<file path="config.mk">
export PLATFORM = sky130hd
export DESIGN_NAME = bcd_arb
export DESIGN_NICKNAME = d
export VERILOG_FILES = /design/src/rtl/bcd_arb_pkg.sv /design/src/rtl/bcd_arb_rr.sv /design/src/rtl/bcd_arb.sv
export SDC_FILE = /design/constraint.sdc
export NUM_CORES = 1
export LEC_CHECK = 0
export CAP_MARGIN = 10
export CORE_UTILIZATION = 38
export CTS_CLUSTER_DIAMETER = 60
export DETAILED_ROUTE_END_ITERATION = 10
export HOLD_SLACK_MARGIN = 0.15
export MAX_ROUTING_LAYER = met4
export PLACE_DENSITY = 0.81
export SYNTH_ARGS = -nofsm -noshare
export SYNTH_HDL_FRONTEND = slang
export SYNTH_SLANG_ARGS = --single-unit
</file>
<file path="constraint.sdc">
create_clock -name clk_i -period 2.5 [get_ports clk_i]
set_input_delay 0.5 -clock clk_i [delete_from_list [all_inputs] [get_ports clk_i]]
set_output_delay 0.5 -clock clk_i [all_outputs]
set_load 0.02 [all_outputs]
</file>
<file path="src/rtl/bcd_arb_pkg.sv">
// Shared constants, FSM state encoding and result payload for the bcd_32 arbiter.
package bcd_arb_pkg;

  localparam int unsigned BIN_W       = 32;
  localparam int unsigned BCD_W       = 40;
  localparam int unsigned N_REQ_DEF   = 4;
  localparam int unsigned TIMEOUT_DEF = 64;

  localparam logic [BCD_W-1:0] BCD_ERR = {BCD_W{1'b1}};

  typedef enum logic [2:0] {
    ST_IDLE,
    ST_ACCEPT,
    ST_SEND,
    ST_WAIT,
    ST_RETURN
  } state_e;

  typedef struct packed {
    logic             err;
    logic [BCD_W-1:0] data;
  } result_t;

endpackage

</file>
<file path="src/rtl/bcd_arb_rr.sv">
// Round-robin selector: first asserted request at or above the pointer, wrapping modulo N.
module rr_arbiter #(
  parameter int unsigned N     = 4,
  parameter int unsigned IDX_W = 2
) (
  input  logic [N-1:0]     i_req,
  input  logic [IDX_W-1:0] i_ptr,
  output logic [IDX_W-1:0] o_grant_c,
  output logic             o_any_c
);

  logic             w_found;
  logic [IDX_W-1:0] w_idx;

  always_comb begin
    o_grant_c = '0;
    o_any_c   = |i_req;
    w_found   = 1'b0;
    w_idx     = '0;
    for (int unsigned k = 0; k < N; k++) begin
      w_idx = IDX_W'((32'(i_ptr) + k) % N);
      if (!w_found && i_req[w_idx]) begin
        w_found   = 1'b1;
        o_grant_c = w_idx;
      end
    end
  end

endmodule

</file>
<file path="src/rtl/bcd_arb.sv">
// Shares one bcd_32 converter among N_REQ requesters, one conversion in flight,
// with round-robin grant and a bounded wait for the converter result.
module bcd_arb
  import bcd_arb_pkg::*;
#(
  parameter int unsigned N_REQ   = N_REQ_DEF,
  parameter int unsigned TIMEOUT = TIMEOUT_DEF
) (
  input  logic                   clk_i,
  input  logic                   rst_i,
  input  logic [BIN_W*N_REQ-1:0] req_bin_data_i,
  input  logic [N_REQ-1:0]       req_bin_data_valid_i,
  output logic [N_REQ-1:0]       req_bin_redy_o,
  output logic [BCD_W-1:0]       req_bcd_data_o,
  output logic [N_REQ-1:0]       req_bcd_data_valid_o,
  input  logic [N_REQ-1:0]       req_bcd_redy_i,
  output logic                   req_err_o,
  output logic [BIN_W-1:0]       cnv_bin_data_o,
  output logic                   cnv_bin_data_valid_o,
  input  logic                   cnv_bin_redy_i,
  input  logic [BCD_W-1:0]       cnv_bcd_data_i,
  input  logic                   cnv_bcd_data_valid_i,
  output logic                   cnv_bcd_redy_o
);

  localparam int unsigned IDX_W = (N_REQ > 1) ? $clog2(N_REQ) : 1;
  localparam int unsigned CNT_W = (TIMEOUT > 1) ? $clog2(TIMEOUT) : 1;
  localparam logic [N_REQ-1:0] ONE_HOT0 = N_REQ'(1);

  state_e           r_state, w_nxt_state;
  logic [IDX_W-1:0] r_grant, w_nxt_grant;
  logic [IDX_W-1:0] r_rr_ptr, w_nxt_rr_ptr;
  logic [CNT_W-1:0] r_cnt, w_nxt_cnt;
  logic [BIN_W-1:0] r_operand, w_nxt_operand;
  result_t          r_result, w_nxt_result;
  logic [N_REQ-1:0] r_bin_redy, w_nxt_bin_redy;
  logic [N_REQ-1:0] r_bcd_valid, w_nxt_bcd_valid;
  logic             r_cnv_bin_valid, w_nxt_cnv_bin_valid;
  logic             r_cnv_bcd_redy, w_nxt_cnv_bcd_redy;

  logic [IDX_W-1:0] w_arb_grant;
  logic             w_arb_any;
  logic [N_REQ-1:0] w_arb_oh;
  logic [N_REQ-1:0] w_grant_oh;
  logic [BIN_W-1:0] w_req_ops [N_REQ];

  for (genvar k = 0; k < N_REQ; k++) begin : g_ops
    assign w_req_ops[k] = req_bin_data_i[k*BIN_W +: BIN_W];
  end

  rr_arbiter #(.N(N_REQ), .IDX_W(IDX_W)) u_rr (
    .i_req     (req_bin_data_valid_i),
    .i_ptr     (r_rr_ptr),
    .o_grant_c (w_arb_grant),
    .o_any_c   (w_arb_any)
  );

  assign w_arb_oh   = ONE_HOT0 << w_arb_grant;
  assign w_grant_oh = ONE_HOT0 << r_grant;

  // Next-state and next-output logic; outputs are registered from these values.
  always_comb begin
    w_nxt_state         = r_state;
    w_nxt_grant         = r_grant;
    w_nxt_rr_ptr        = r_rr_ptr;
    w_nxt_cnt           = r_cnt;
    w_nxt_operand       = r_operand;
    w_nxt_result        = r_result;
    w_nxt_bin_redy      = '0;
    w_nxt_bcd_valid     = '0;
    w_nxt_cnv_bin_valid = 1'b0;
    w_nxt_cnv_bcd_redy  = 1'b0;
    unique case (r_state)
      ST_IDLE: begin
        if (w_arb_any) begin
          w_nxt_state    = ST_ACCEPT;
          w_nxt_grant    = w_arb_grant;
          w_nxt_rr_ptr   = (w_arb_grant == IDX_W'(N_REQ - 1)) ? '0 : w_arb_grant + IDX_W'(1);
          w_nxt_bin_redy = w_arb_oh;
        end
      end
      ST_ACCEPT: begin
        w_nxt_operand       = w_req_ops[r_grant];
        w_nxt_state         = ST_SEND;
        w_nxt_cnv_bin_valid = 1'b1;
      end
      ST_SEND: begin
        w_nxt_cnv_bin_valid = 1'b1;
        if (cnv_bin_redy_i) begin
          w_nxt_state         = ST_WAIT;
          w_nxt_cnv_bin_valid = 1'b0;
          w_nxt_cnv_bcd_redy  = 1'b1;
          w_nxt_cnt           = '0;
          w_nxt_operand       = '0;
        end
      end
      ST_WAIT: begin
        w_nxt_cnv_bcd_redy = 1'b1;
        w_nxt_cnt          = r_cnt + CNT_W'(1);
        // A result arriving on the timeout cycle takes priority over the error.
        if (cnv_bcd_data_valid_i) begin
          w_nxt_state        = ST_RETURN;
          w_nxt_result       = '{err: 1'b0, data: cnv_bcd_data_i};
          w_nxt_cnv_bcd_redy = 1'b0;
          w_nxt_bcd_valid    = w_grant_oh;
        end else if (r_cnt == CNT_W'(TIMEOUT - 1)) begin
          w_nxt_state        = ST_RETURN;
          w_nxt_result       = '{err: 1'b1, data: BCD_ERR};
          w_nxt_cnv_bcd_redy = 1'b0;
          w_nxt_bcd_valid    = w_grant_oh;
        end
      end
      ST_RETURN: begin
        w_nxt_bcd_valid = w_grant_oh;
        if (req_bcd_redy_i[r_grant]) begin
          w_nxt_state     = ST_IDLE;
          w_nxt_bcd_valid = '0;
          w_nxt_result    = '0;
        end
      end
      default: w_nxt_state = ST_IDLE;
    endcase
  end

  always_ff @(posedge clk_i) begin
    if (rst_i) begin
      r_state         <= ST_IDLE;
      r_grant         <= '0;
      r_rr_ptr        <= '0;
      r_cnt           <= '0;
      r_operand       <= '0;
      r_result        <= '0;
      r_bin_redy      <= '0;
      r_bcd_valid     <= '0;
      r_cnv_bin_valid <= 1'b0;
      r_cnv_bcd_redy  <= 1'b0;
    end else begin
      r_state         <= w_nxt_state;
      r_grant         <= w_nxt_grant;
      r_rr_ptr        <= w_nxt_rr_ptr;
      r_cnt           <= w_nxt_cnt;
      r_operand       <= w_nxt_operand;
      r_result        <= w_nxt_result;
      r_bin_redy      <= w_nxt_bin_redy;
      r_bcd_valid     <= w_nxt_bcd_valid;
      r_cnv_bin_valid <= w_nxt_cnv_bin_valid;
      r_cnv_bcd_redy  <= w_nxt_cnv_bcd_redy;
    end
  end

  assign req_bin_redy_o       = r_bin_redy;
  assign req_bcd_data_o       = r_result.data;
  assign req_bcd_data_valid_o = r_bcd_valid;
  assign req_err_o            = r_result.err;
  assign cnv_bin_data_o       = r_operand;
  assign cnv_bin_data_valid_o = r_cnv_bin_valid;
  assign cnv_bcd_redy_o       = r_cnv_bcd_redy;

endmodule

</file>
== After elaboration in Yosys (flattened, before gate mapping) ==
Index checks and enable logic that the tools add are counted.

* Register bits after elaboration: 96
* Input port bits: 180
* Output and inout bits: 83
* Logic and storage cells: 99

* Add/sub/neg operators: 5
* Magnitude comparators: 6
* Equal/unequal tests: 10
* Shift operators: 2
* Mux-type cells: 45
* Bitwise logic cells: 3
* Reductions and logical operators: 17

{| class="wikitable"
|+ Operators with widths
! cell !! number
|-
| two-way mux 41 bit || 3
|-
| two-way mux 32 bit || 3
|-
| case mux 41 bit (2 select lines) || 1
|-
| binary-select mux 32 bit (select 2 bit) || 1
|-
| case mux 32 bit (2 select lines) || 1
|-
| less-than comparator 2 x 3 -> 1 bit (second input constant) || 5
|-
| two-way mux 3 bit || 5
|-
| case mux 3 bit (5 select lines) || 1
|-
| two-way mux 1 bit || 12
|-
| two-way mux 4 bit || 3
|-
| case mux 6 bit (2 select lines) || 1
|-
| binary-select mux 1 bit (select 2 bit) || 5
|-
| two-way mux 2 bit || 5
|-
| case mux 4 bit (2 select lines) || 1
|-
| left shift 1 x 2 -> 4 bit (first input constant) || 2
|-
| adder 6 x 1 -> 6 bit (second input constant) || 1
|-
| equality test 3 x 2 -> 1 bit (second input constant) || 2
|-
| equality test 6 bit (second input constant) || 1
|-
| two-way mux 6 bit || 1
|-
| AND reduction 2 bit || 3
|-
| nonzero test 2 bit || 3
|-
| adder 2 x 1 -> 2 bit (second input constant) || 2
|-
| adder 2 bit (second input constant) || 2
|-
| != test 2 bit (second input constant) || 2
|-
| other kinds (16) || 22
|}

== Logic depth before layout (Yosys ltp) ==
* Depth in word-level cells: 14
* Depth in mapped cells: 8
* Gate-level depth less buffers: 7

== Cells and area by module ==
From an unflattened synthesis, not the netlist that was laid out.

* Cells, all modules: 378
* Area, all modules: 4,561.9 µm²

{| class="wikitable"
|+ Modules (own cells, without submodules)
! module !! instances !! cells each !! area each (µm²) !! sequential area each (µm²)
|-
| bcd_arb || 1 || 363 || 4,484.3 || 1,921.8
|-
| rr_arbiter || 1 || 15 || 77.6 || 0.0
|}

== Least setup slack after synthesis ==
OpenSTA, ideal clock, no wires.

* Path type: register to register
* From: register r_rr_ptr[1]
* To: register r_rr_ptr[0]
* Library setup time: 0.092 ns
* Arrival time: 1.656 ns
* Required time: 2.408 ns
* Path slack: 0.752 ns
* Stages on the path, launching flop included: 9
* Buffers on the path: 1
* Period minus slack after synthesis: 1.748 ns
* Path through: dfxtp_1 > clkbuf_1 > a21oi_1 > o21a_1 > o22ai_1 > inv_1 > ha_1 > or3_1 > o32ai_1

* Longest elaborated chain between the ends: 14
* Elaborated cells on any way between the ends: 27
* Classes of those cells: 4 x add/sub; 1 x eq/ne; 16 x mux; 6 x reduce/logical

{| class="wikitable"
|+ RTL lines
! what !! RTL line !! RTL
|-
| start: declaration || bcd_arb.sv:32 || <nowiki>logic [IDX_W-1:0] r_rr_ptr, w_nxt_rr_ptr;</nowiki>
|-
| start signal: assignment || bcd_arb.sv:140 || <nowiki>r_rr_ptr <= w_nxt_rr_ptr;</nowiki>
|-
| branches (longest 11 deep; another with adder 2 x 1 -> 2 bit) || -- ||
|-
| two-way mux 2 bit * || bcd_arb_rr.sv:22 || <nowiki>if (!w_found && i_req[w_idx]) begin</nowiki>
|-
| net u_rr.o_grant_c[1] || bcd_arb_rr.sv:8 || <nowiki>output logic [IDX_W-1:0] o_grant_c,</nowiki>
|-
| equality test 2 bit * || bcd_arb.sv:78 || <nowiki>w_nxt_rr_ptr = (w_arb_grant == IDX_W'(N_REQ - 1)) ? '0 : w_arb_grant + IDX_W'(1);</nowiki>
|-
| two-way mux 2 bit * || bcd_arb.sv:78 ||
|}

Mark *: on every way through the listed nets, which the timed path passes. The select of a mux whose other input is x is not followed.
A chain may end at the register's enable or synchronous reset.

== Worst setup path in the final report ==
* From: input req_bin_data_valid_i[0]
* To: register r_rr_ptr[0]

* Longest elaborated chain between the ends: 14
* Elaborated cells on any way between the ends: 26
* Classes of those cells: 1 x add/sub; 1 x eq/ne; 16 x mux; 8 x reduce/logical

{| class="wikitable"
|+ RTL lines
! what !! RTL line !! RTL
|-
| start: declaration || bcd_arb.sv:12 || <nowiki>input logic [N_REQ-1:0] req_bin_data_valid_i,</nowiki>
|-
| binary-select mux 1 bit (select 2 bit) || bcd_arb_rr.sv:22 ||
|-
| two-way mux 1 bit (not written as such) || bcd_arb_rr.sv:22 ||
|-
| two-way mux 1 bit || bcd_arb_rr.sv:22 ||
|-
| logical NOT 1 bit || bcd_arb_rr.sv:22 ||
|-
| logical AND 1 bit || bcd_arb_rr.sv:22 ||
|-
| two-way mux 1 bit || bcd_arb_rr.sv:22 ||
|-
| logical NOT 1 bit || bcd_arb_rr.sv:22 ||
|-
| logical AND 1 bit || bcd_arb_rr.sv:22 ||
|-
| two-way mux 1 bit || bcd_arb_rr.sv:22 ||
|-
| logical NOT 1 bit || bcd_arb_rr.sv:22 ||
|-
| logical AND 1 bit || bcd_arb_rr.sv:22 ||
|-
| two-way mux 2 bit * || bcd_arb_rr.sv:22 ||
|-
| net u_rr.o_grant_c[1] || bcd_arb_rr.sv:8 ||
|-
| equality test 2 bit * || bcd_arb.sv:78 ||
|-
| two-way mux 2 bit * || bcd_arb.sv:78 ||
|}

The timed path passes the listed nets; every way through them passes the cells marked *. The select of a mux whose other input is x is not followed.

==> flow_metrics.py <==
metrics = {
    "clock_network": {
        "numCtsBuffers": 9,
        "hold_buffers": 0,
        "cts_resized": 0,
        "postCtsSetupBuffers": 0,
        "cts_tree": "yes",
        "htreeDepth": 3,
        "clock-sinks": 96,
        "clk_latency_ns": 0.34,
        "clockRootBuffer": "clkbuf_16",
        "clk_pin_slew_ns": 0.06,
        "clk_path_buf_depth": 2,
    },
    "synthesis": {
        "syn-cell-area_um2": 4395,
        "synth.net_count": 587,
        "syn_inst": 405,
        "synth_edf_count": 0,
        "yosysWarnings": 0,
        "netlist_top_cells_area": "dfxtp_1 44%, mux4_2 17%, o2bb2ai_1 8.0%",
        "synth_top_area_frac": 0.4372,
        "yosysMostFrequentCell": "dfxtp_1",
        "synthArstFlopShare": 0,
        "synth_seq_cells": 96,
        "seq_area_frac_synth": 0.4372,
        "synthDistinctLibCells": 47,
        "synth.avg_cell_area_um2": 10.85,
        "synthFlopType": "dfxtp_1",
        "synth.largest_area_cell": "dfxtp_1",
        "ys_top_cells_by_count": "96 x dfxtp_1, 44 x nor2_1, 40 x nor2b_1, 40 x o2bb2ai_1",
    },
    "drt": {
        "viasPerCell": 5.424,
        "post_drt_wl_per_cell_um": 18.92,
        "first_pass_iters": 4,
        "antenna_left": 0,
        "drt-initial-drc-count": 221,
        "dr_total_vias": 4307,
        "drcViolationCount": 0,
        "drt-total-wl_mm": 15.02,
    },
    "die": {
        "rows": 38,
        "coreArea_um2": 11030,
        "start_util": 0.3985,
        "die_y_um": 109.6,
        "dieArea_um2": 12000,
        "dieWidth_um": 109.6,
        "num_io_pins": 263,
    },
    "power": {
        "powerDensity_nw_per_um2": 594.8,
        "p_total_uw": 4400,
        "ir_drop_uv": 519.6,
        "power_leakage_uw": 0.002579,
    },
    "timing": {
        "slew_viol_final": 0,
        "setup_violations": 0,
        "fin_crit_sh": 0.8581,
        "fmax_mhz": 466.2,
        "timing.setup.tns_ns": 0,
        "min_period_ns": 2.145,
        "hold_viol": 0,
        "grt_setup_unrepaired": "false",
        "worst_slew_pin_slew_ns": 0.4960,
        "fin_worst_skew_ns": 0.008548,
        "maxSlewHeadroom": 0.6693,
    },
    "critical_path": {
        "crit_arrival_ns": 2.40,
        "critical_path_class": "in -> reg",
        "required_ns": 2.75,
        "endpoint_kind": "flip-flop",
        "rr_endpoint": "req_bcd_data_o[12]",
        "worstPathMaxFanout": 5,
        "rr_worst_depth": 5,
        "crit_start": "req_bin_data_valid_i[0]",
        "worst_r2r_startpoint": "r_state[1]",
        "cp-start-kind": "input port",
        "regToRegSetupSlack_ns": 0.53,
        "crit_path_end": "r_rr_ptr[0]",
    },
    "layout": {
        "layout.nets": 832,
        "layout.cells.non_filler": 794,
        "drive_above_1_share": 0.1009,
        "diodes": 0,
        "n_fill_cell": 861,
        "area_delta_synth_final_pct": 68.29,
    },
    "run_status": {
        "status": "finished, final reports clean",
    },
    "worst_hold_path": {
        "hp-class": "reg -> reg",
        "min_from": "req_bcd_data_o[15]",
    },
    "global_route": {
        "antenna_found_initial": 0,
        "grt_pass1_vias": 4422,
        "grt-ovfl-total": 0,
        "grt_pass1_wl_mm": 22.25,
        "grt_max_degree": 41,
        "grt_use_total": 0.2543,
    },
    "placed_design": {
        "dp_cells": 779,
        "gp_congestion": 0.8290,
        "dp_hpwl_mm": 11.47,
        "io_buffers": 262,
    },
    "run": {
        "drv_cap": 0,
    },
}
[how the worst min path moves through the flow]
stage                          to  cells after the start  slack, ns
2_1_floorplan            r_cnt[0]                      1       0.47
3_3_place_gp    req_bcd_data_o[6]                      1       0.44
3_5_place_dp   req_bcd_data_o[28]                      1       0.45
4_1_cts        req_bcd_data_o[14]                      1       0.47
5_1_grt        req_bcd_data_o[27]                      1       0.48
6_report       req_bcd_data_o[15]                      1       0.46
[cell families after synthesis]
group,after synthesis,synth area share
fa+ha+maj,2,0.005692
flops,96,0.4372
simple gates,127,0.1523
mux,34,0.1714
compound gates,105,0.1876
buf+inv,41,0.04583
[critical path, cell delays in order]
cell and delay (ns):
clkdlybuf4s50_1 0.53, a21oi_1 0.09, o21a_1 0.19, o22ai_1 0.26
inv_1 0.13, ha_1 0.21, or3_1 0.35, o32ai_1 0.12
[metal layers]
metal,vias to the layer above,share of wire,global-route usage,routed length [um]
met1,2036,0.37,0.2598,5542
met5,-,0,-,0
met3,21,0.11,0.1085,1613
met4,0,0.020,0.08000,295
li1,2024,-,-,-
met2,226,0.50,0.4403,7571
[stage by stage]
stage / setup slack (ns) / utilization / instance area [um^2] / hold slack (ns)
6_report: 0.3548 / 0.6706 / 7397 / 0.4617
5_1_grt: 0.1814 / 0.6706 / 7397 / 0.4765
4_1_cts: 0.3822 / 0.6706 / 7397 / 0.4653
3_5_place_dp: 0.01996 / 0.6428 / 7091 / 0.4462
3_3_place_gp: 0.1841 / 0.6428 / 7091 / 0.4434
2_1_floorplan: 0.7522 / - / 4395 / 0.4659
[flip-flops by register name, indices dropped and copies added (netlist names), 2 cells and up]
register,count
cnv_bin_data_o,32
r_cnt,6
r_grant,2
r_rr_ptr,2
r_state,3
req_bcd_data_o,40
req_bcd_data_valid_o,4
req_bin_redy_o,4
[layout make-up]
| type | instances | area (um^2) | share of cell area |
|---|---|---|---|
| sequential | 96 | 1924 | 0.2601 |
| inverter | 3 | 11.26 | 0.001522 |
| clock inverter | 3 | 40.04 | 0.005413 |
| tap | 140 | 175.2 | 0.02368 |
| timing repair buffer | 272 | 2705 | 0.3657 |
| clock buffer | 12 | 266.5 | 0.03603 |
| multi-input combinational | 268 | 2275 | 0.3075 |
[cell usage in the layout (no fill, tap or decap), types with 8 or more instances in the layout]
| cell | instances |
|---|---|
| dfxtp_1 | 94 |
| clkdlybuf4s50_1 | 261 |
| mux4_2 | 33 |
| nand2_1 | 12 |
| a22oi_1 | 33 |
| nor2_1 | 43 |
| o2bb2ai_1 | 40 |
| clkbuf_16 | 9 |
| nor4_1 | 8 |
| a21oi_1 | 9 |
| nor2b_1 | 40 |
| buf_4 | 9 |
[power breakdown]
group | internal (uW) | leakage (uW) | switching (uW)
Sequential | 1640 | 0.000780 | 78.7
Combinational | 709 | 0.00164 | 557
Clock | 848 | 0.000154 | 567
Total | 3200 | 0.00258 | 1200
(Power assumes the default switching activity.)
